`src/rtl/shift_rows_stream.sv`:
```
// Streaming Rijndael ShiftRows/InvShiftRows for Nb = 4/6/8 with an output FIFO.
// Optional transfer/stall counters: define SHIFT_ROWS_STREAM_STATS_EN.
module shift_rows_stream #(
    parameter int NB         = 4,
    parameter int FIFO_DEPTH = 2
) (
    input  logic            clk,
    input  logic            rst_n,
    input  logic            in_valid,
    output logic            in_ready,
    input  logic            in_inv,
    input  logic [32*NB-1:0] in_state,
    output logic            out_valid,
    input  logic            out_ready,
    output logic [32*NB-1:0] out_state,
    output logic            out_inv
`ifdef SHIFT_ROWS_STREAM_STATS_EN
    ,
    output logic [31:0]     xfer_count,
    output logic [15:0]     stall_count
`endif
);

    localparam int W  = 32 * NB;
    localparam int AW = (FIFO_DEPTH > 1) ? $clog2(FIFO_DEPTH) : 1;
    localparam logic [AW:0] FULL = (AW + 1)'(FIFO_DEPTH);

    if (NB != 4 && NB != 6 && NB != 8) begin : g_bad_nb
        $error("shift_rows_stream: NB must be 4, 6 or 8");
    end
    if (FIFO_DEPTH < 2 || (FIFO_DEPTH & (FIFO_DEPTH - 1)) != 0) begin : g_bad_depth
        $error("shift_rows_stream: FIFO_DEPTH must be a power of 2, >= 2");
    end

    // The 256-bit block shifts rows 2 and 3 one column further than narrower blocks.
    function automatic int row_off(input int r);
        if (NB == 8 && r >= 2)
            return r + 1;
        return r;
    endfunction

    function automatic logic [W-1:0] shift_rows(
        input logic [W-1:0] s,
        input logic         inv
    );
        logic [W-1:0] t;
        int           src;
        t = '0;
        for (int r = 0; r < 4; r++) begin
            for (int c = 0; c < NB; c++) begin
                if (inv)
                    src = (c - row_off(r) + NB) % NB;
                else
                    src = (c + row_off(r)) % NB;
                t[W-1-8*(4*c+r) -: 8] = s[W-1-8*(4*src+r) -: 8];
            end
        end
        return t;
    endfunction

    logic [W:0]    mem [FIFO_DEPTH];
    logic [AW-1:0] wr_ptr;
    logic [AW-1:0] rd_ptr;
    logic [AW:0]   count;
    logic          push;
    logic          pop;
    logic [W:0]    head;
    logic [W-1:0]  shifted;

    assign in_ready  = (count != FULL);
    assign out_valid = (count != '0);
    assign push      = in_valid && in_ready;
    assign pop       = out_valid && out_ready;
    assign shifted   = shift_rows(in_state, in_inv);
    assign head      = mem[rd_ptr];

    // Storage is left uncleared; the empty head is masked instead.
    assign out_state = out_valid ? head[W-1:0] : '0;
    assign out_inv   = out_valid & head[W];

    always_ff @(posedge clk) begin
        if (push)
            mem[wr_ptr] <= {in_inv, shifted};
    end

    always_ff @(posedge clk) begin
        if (!rst_n) begin
            wr_ptr <= '0;
            rd_ptr <= '0;
            count  <= '0;
        end else begin
            if (push)
                wr_ptr <= wr_ptr + AW'(1);
            if (pop)
                rd_ptr <= rd_ptr + AW'(1);
            unique case ({push, pop})
                2'b10:   count <= count + (AW + 1)'(1);
                2'b01:   count <= count - (AW + 1)'(1);
                default: count <= count;
            endcase
        end
    end

`ifdef SHIFT_ROWS_STREAM_STATS_EN
    always_ff @(posedge clk) begin
        if (!rst_n) begin
            xfer_count  <= '0;
            stall_count <= '0;
        end else begin
            if (pop)
                xfer_count <= xfer_count + 32'd1;
            if (in_valid && !in_ready && stall_count != 16'hFFFF)
                stall_count <= stall_count + 16'd1;
        end
    end
`else
    // No statistics counters in this build; datapath is unchanged.
`endif

endmodule

```
`config.mk`:
```
export PLATFORM = sky130hd
export DESIGN_NAME = shift_rows_stream
export DESIGN_NICKNAME = d
export VERILOG_FILES = /design/src/rtl/shift_rows_stream.sv
export SDC_FILE = /design/constraint.sdc
export NUM_CORES = 1
export LEC_CHECK = 0
export BUFFER_PORTS_ARGS = -buffer_cell sky130_fd_sc_hd__buf_2
export CORE_MARGIN = 1.5
export CORE_UTILIZATION = 53
export CTS_BUF_LIST = sky130_fd_sc_hd__clkbuf_16
export DETAILED_ROUTE_END_ITERATION = 8
export HOLD_SLACK_MARGIN = 0.03
export PLACE_DENSITY = 0.79
export SYNTH_ARGS = -nofsm -noshare
export SYNTH_HDL_FRONTEND = slang
export SYNTH_SLANG_ARGS = --single-unit
```
`constraint.sdc`:
```
create_clock -name clk -period 5.08 [get_ports clk]
set_clock_uncertainty 0.05 [all_clocks]
set_input_delay 0.508 -clock clk [delete_from_list [all_inputs] [get_ports clk]]
set_output_delay 0.508 -clock clk [all_outputs]
set_load 0.02 [all_outputs]
```
Word level (Yosys, flattened, before mapping)

Memories as Yosys holds them, arrays and structs flattened. A register that Yosys moved wholly into a read port is not among the register bits.
Cells that the tools add are included.

Register bits: 4
Bits in latches: 0
RAM bits: 258
Memory bits (read-only): 0
Input port bits: 133
Output and inout port bits: 131
Word-level logic and storage cells: 50
Memories kept: 1

Add/sub/neg operators: 20
Multipliers: 0
Div/mod/pow operators: 0
Order comparisons: 0
Eq/ne operators: 3
Shift operators: 8
Multiplexer cells: 10
Bitwise logic cells: 1
Reductions and logical operators: 4

Memory list:

| memory | words | bits a word | rd ports | clocked after Yosys merged registers in | write ports | line | RTL |
|---|---|---|---|---|---|---|---|
| mem    | 2     | 129         | 1        | 1                                       | 1           | 61   | `logic [W:0] mem [FIFO_DEPTH];` |

Operators with widths:

| kind                                                                 | count |
|---|---|
| 135-bit by 9-bit indexed part select with 8-bit output               | 6 |
| 135-bit by 32-bit indexed part select with 8-bit output              | 2 |
| 128-bit 2-to-1 mux                                                   | 1 |
| 8-bit by 32-bit subtractor with 32-bit output (first input constant) | 2 |
| 7-bit by 8-bit subtractor with 9-bit output (first input constant)   | 6 |
| 4-bit by 1-bit adder with 5-bit output (second input constant)       | 4 |
| 4-bit by 2-bit adder with 5-bit output (second input constant)       | 4 |
| 2-bit 2-to-1 mux                                                     | 4 |
| 1-bit 2-to-1 mux                                                     | 4 |
| 2-bit case mux with 2 select lines                                   | 1 |
| 2-bit nonzero test                                                   | 2 |
| 1-bit adder (second input constant)                                  | 2 |
| 2-bit by 1-bit adder with 2-bit output (second input constant)       | 1 |
| 2-bit by 1-bit == test with 1-bit output (second input constant)     | 1 |
| 2-bit == test (second input constant)                                | 1 |
| 1-bit logical AND                                                    | 2 |
| 2-bit != test (second input constant)                                | 1 |
| 2-bit by 1-bit subtractor with 2-bit output (second input constant)  | 1 |
| 1-bit AND                                                            | 1 |

Logic depth before layout (Yosys ltp)

Word-level depth: 4
Mapped depth: 6
Mapped depth without buffers: 6

Worst setup path after synthesis

Ideal clock, no wire load.

Kind: reg2reg
From: register count[0]
To: memory mem[1][0] (netlist bit) (enable)
Setup time: 0.505 ns
Arrival time: 3.762 ns
Data required time: 4.525 ns
Slack: 0.764 ns
Stages on the path, launching flop included: 3
Buffers on the path: 0
Path through: dfxtp_1 -> nand2b_1 -> and3_1

Word-level cells in the longest chain between the ends: 4

Ends and longest elaborated chain:

| what                                   | line | RTL |
|---|---|---|
| start: declaration                     | 64   | `logic [AW:0] count;` |
| start signal: assignment               | 97   | `2'b10: count <= count + (AW + 1)'(1);` |
| start signal: assignment               | 98   | `2'b01: count <= count - (AW + 1)'(1);` |
| start signal: assignment               | 99   | `default: count <= count;` |
| 2-bit != test                          | 70   | `assign in_ready = (count != FULL);` |
| net in_ready                           | 10   | `output logic in_ready,` |
| 1-bit logical AND                      | 72   | `assign push = in_valid && in_ready;` |
| 1-bit 2-to-1 mux                       | 82   | `if (push)` |
| 1-bit 2-to-1 mux (not written as such) | 83   | `mem[wr_ptr] <= {in_inv, shifted};` |
| end: declaration                       | 61   |  |

The timed path passes the listed nets, and every way through them passes these cells.

==> summary.md <==
| Metric | Value |
|---|---|
| Sequential fraction of the synthesis area | 73.39% |
| Period utilization | 62.11% |
| I/O pin cnt | 264 |
| Die ar. | 0.02104 sq mm |
| Buffers on Ports | 263 |
| CTS hold repair buffers | 0 |
| Yosys reg bits | 263 |
| Top post-synthesis cells by count | 258 x edfxtp_1, 130 x nor2_1, 129 x mux2i_1 |
| Pwr dens | 562.7 mW/mm^2 |
| Startpoint types | flop |
| RSZ-0062 raised after global routing | no |
| CTS tree | done |
| Detailed Route Iter0 Violations | 263 |
| Largest net degree at the start of global routing | 92 |
| Final nets | 1,040 |
| Initial antenna violation count | 2 |
| Share of layout cells above drive strength 1 | 40.69% |
| DP Wirelength | 12,940 um |
| Layout Utilization | 66.44% |
| First-pass GRT wire length | 31,930 um |
| Tmin final | 3155 ps |
| Hold WS | 129.4 ps |
| Share of the synthesized area in the top cell type | 72.45% |
| Post-synth ARST share | 0% |
| Biggest area consumer among synthesized cells | edfxtp_1 |
| Clock tree buffer depth | 3 |
| H-tree levels | 1 |
| Gr busiest metal | met2 |
| GRT met2 Usage | 33.56% |
| Rows | 51 |
| Worst-Skew Late Latency | 510 ps |
| Count of cell types in the netlist | 22 |
| DR vias/cell | 5.177 |
| Drt wl/cell | 17.22 um |
| Core area | 0.01965 sq mm |
| TritonRoute pass-1 iters | 4 |
| Slew Viols, Final | 0 |
| Die Ht | 145.0 um |
| WP data required | 4520 ps |
| Post_cts resized | 0 |
| Syn Nets | 776 |
| Clock transition at the registers of the reported paths | 60 ps |
| Maxcap violations | 0 |
| Setup TNS | 0 ps |
| Initial Util | 54.41% |
| Ys flop type | edfxtp_1 |
| Critical Path AT | 2600 ps |
| Worst Setup End Kind | primary output |
| Avg Cell Area, Syn | 16.66 sq um |
| CTS Sinks | 263 |
| Critical Path Fanout Max | 56 |
| Drt drc | 0 |
| Vias in the first global route | 6,243 |
| Worst min-delay path class | input port to flop |
| Global Route Usage Sum | 19.03% |
| Fmax | 316.9 MHz |
| Slew HR | 34.45% |
| Setup CP Type | flop to primary output |
| Root Buffer | clkbuf_16 |
| Synth top area cells | edfxtp_1 72%, mux2i_1 12%, mux2_2 6.7% |
| Cts bufs inserted | 27 |
| Post-CTS Setup Bufs | 0 |
| Cell Area, Synth | 0.01069 sq mm |
| Area Growth Syn to Fin | 22.12% |
| Syn. warnings | 0 |
| Worst-Margin Slew | 980.9 ps |
| Antenna viol nets, final | 0 |
| Leakage | 5.022 nW |
| GRT overflow | 0 |
| Die W | 145.0 um |
| Grt met3 use | 4.497% |
| Status | finished clean |
| Dominant cell by count in the synthesized netlist | edfxtp_1 |
| Placer Congestion | 0.7689 |
| Routed WL | 20,510 um |
| Cells after Synth | 642 |
| Global Route met1 Usage | 22.86% |
| Final Hold Fails | 0 |
| VDD IR max | 0.4273 mV |
| Final setup fails | 0 |
| Number of synthesized flops with an enable pin | 258 |
| DR vias | 6,166 |
critical path: stages, from the launching register on:
cell and delay (ps):
dfxtp_4 990, buf_4 530, mux2i_1 270, nor2_1 60, buf_2 170
cell families (layout without fill, tap and decap cells):
kind of cell | Yosys count | after routing | synth area share (%)
flops | 263 | 263 | 73.39
mux | 193 | 193 | 18.82
simple gates | 138 | 138 | 5.020
buf+inv | 39 | 321 | 2.083
compound gates | 5 | 5 | 0.3277
xor+xnor | 3 | 3 | 0.2458
fa+ha+maj | 1 | 1 | 0.1170
other cells | 0 | 2 | 0
worst paths after layout:
path                              start  slack, ps                    end  depth (start not counted)
hold / removal             in_state[74]        130   mem[0][10]$_DFFE_PP_                          1
setup / recovery                   flop       1920          out_state[50]                          4
hold reg to reg   count[1]$_SDFFE_PN0P_        500  count[1]$_SDFFE_PN0P_                          2
setup reg to reg  count[0]$_SDFFE_PN0P_       2580   mem[0][37]$_DFFE_PP_                          4
area by class of cell:
type / count / area, sq um
clock buffer: 27 / 675.6
timing repair buffer: 271 / 1401
antenna: 2 / 5.005
multi-input combinational: 340 / 2635
sequential: 263 / 7851
inverter: 3 / 13.76
clock inverter: 20 / 143.9
fill: 1428 / 6596
tap: 265 / 331.6
layer usage:
layer | up-vias | part of all wire (%)
li1 | 2923 | -
met1 | 2985 | 40
met5 | - | 0
met3 | 47 | 7.0
met2 | 211 | 50
met4 | 0 | 2.9
power by group:
group | leakage, nW | switching (W) | internal [W]
logic | 2.13 | 0.00172 | 0.000892
clock network | 0.440 | 0.000752 | 0.00106
registers | 2.46 | 0.000163 | 0.00276
sequential cells by signal, indices dropped and copies added, names as in the netlist, named ones only:
| name | count |
|---|---|
| rd_ptr | 1 |
| count | 2 |
| wr_ptr | 1 |
| mem | 258 |
per-stage QoR:
| step | setup WS (ps) | area (sq um) | total power (W) | cells |
|---|---|---|---|---|
| 2_1_floorplan | 763.6 | 10690 | 0.004791 | 642 |
| 3_3_place_gp | 2459 | 12230 | 0.005570 | 1142 |
| 3_5_place_dp | 2431 | 12230 | 0.005610 | 1142 |
| 4_1_cts | 1881 | 13050 | 0.007431 | 1189 |
| 5_1_grt | 1762 | 13050 | 0.007694 | 1189 |
| 6_report | 1925 | 13060 | 0.007348 | 1191 |
layout by cell type (no fill, tap or decap), types with 3 or more instances in the layout:
cell	n
dfxtp_1	4
nor2_1	129
buf_4	6
xnor2_1	3
clkinv_2	5
inv_1	11
and2_1	3
clkbuf_16	27
mux2i_1	129
edfxtp_1	258
mux2_2	64
buf_2	263
No activity file was read; power rests on OpenSTA's default activity.
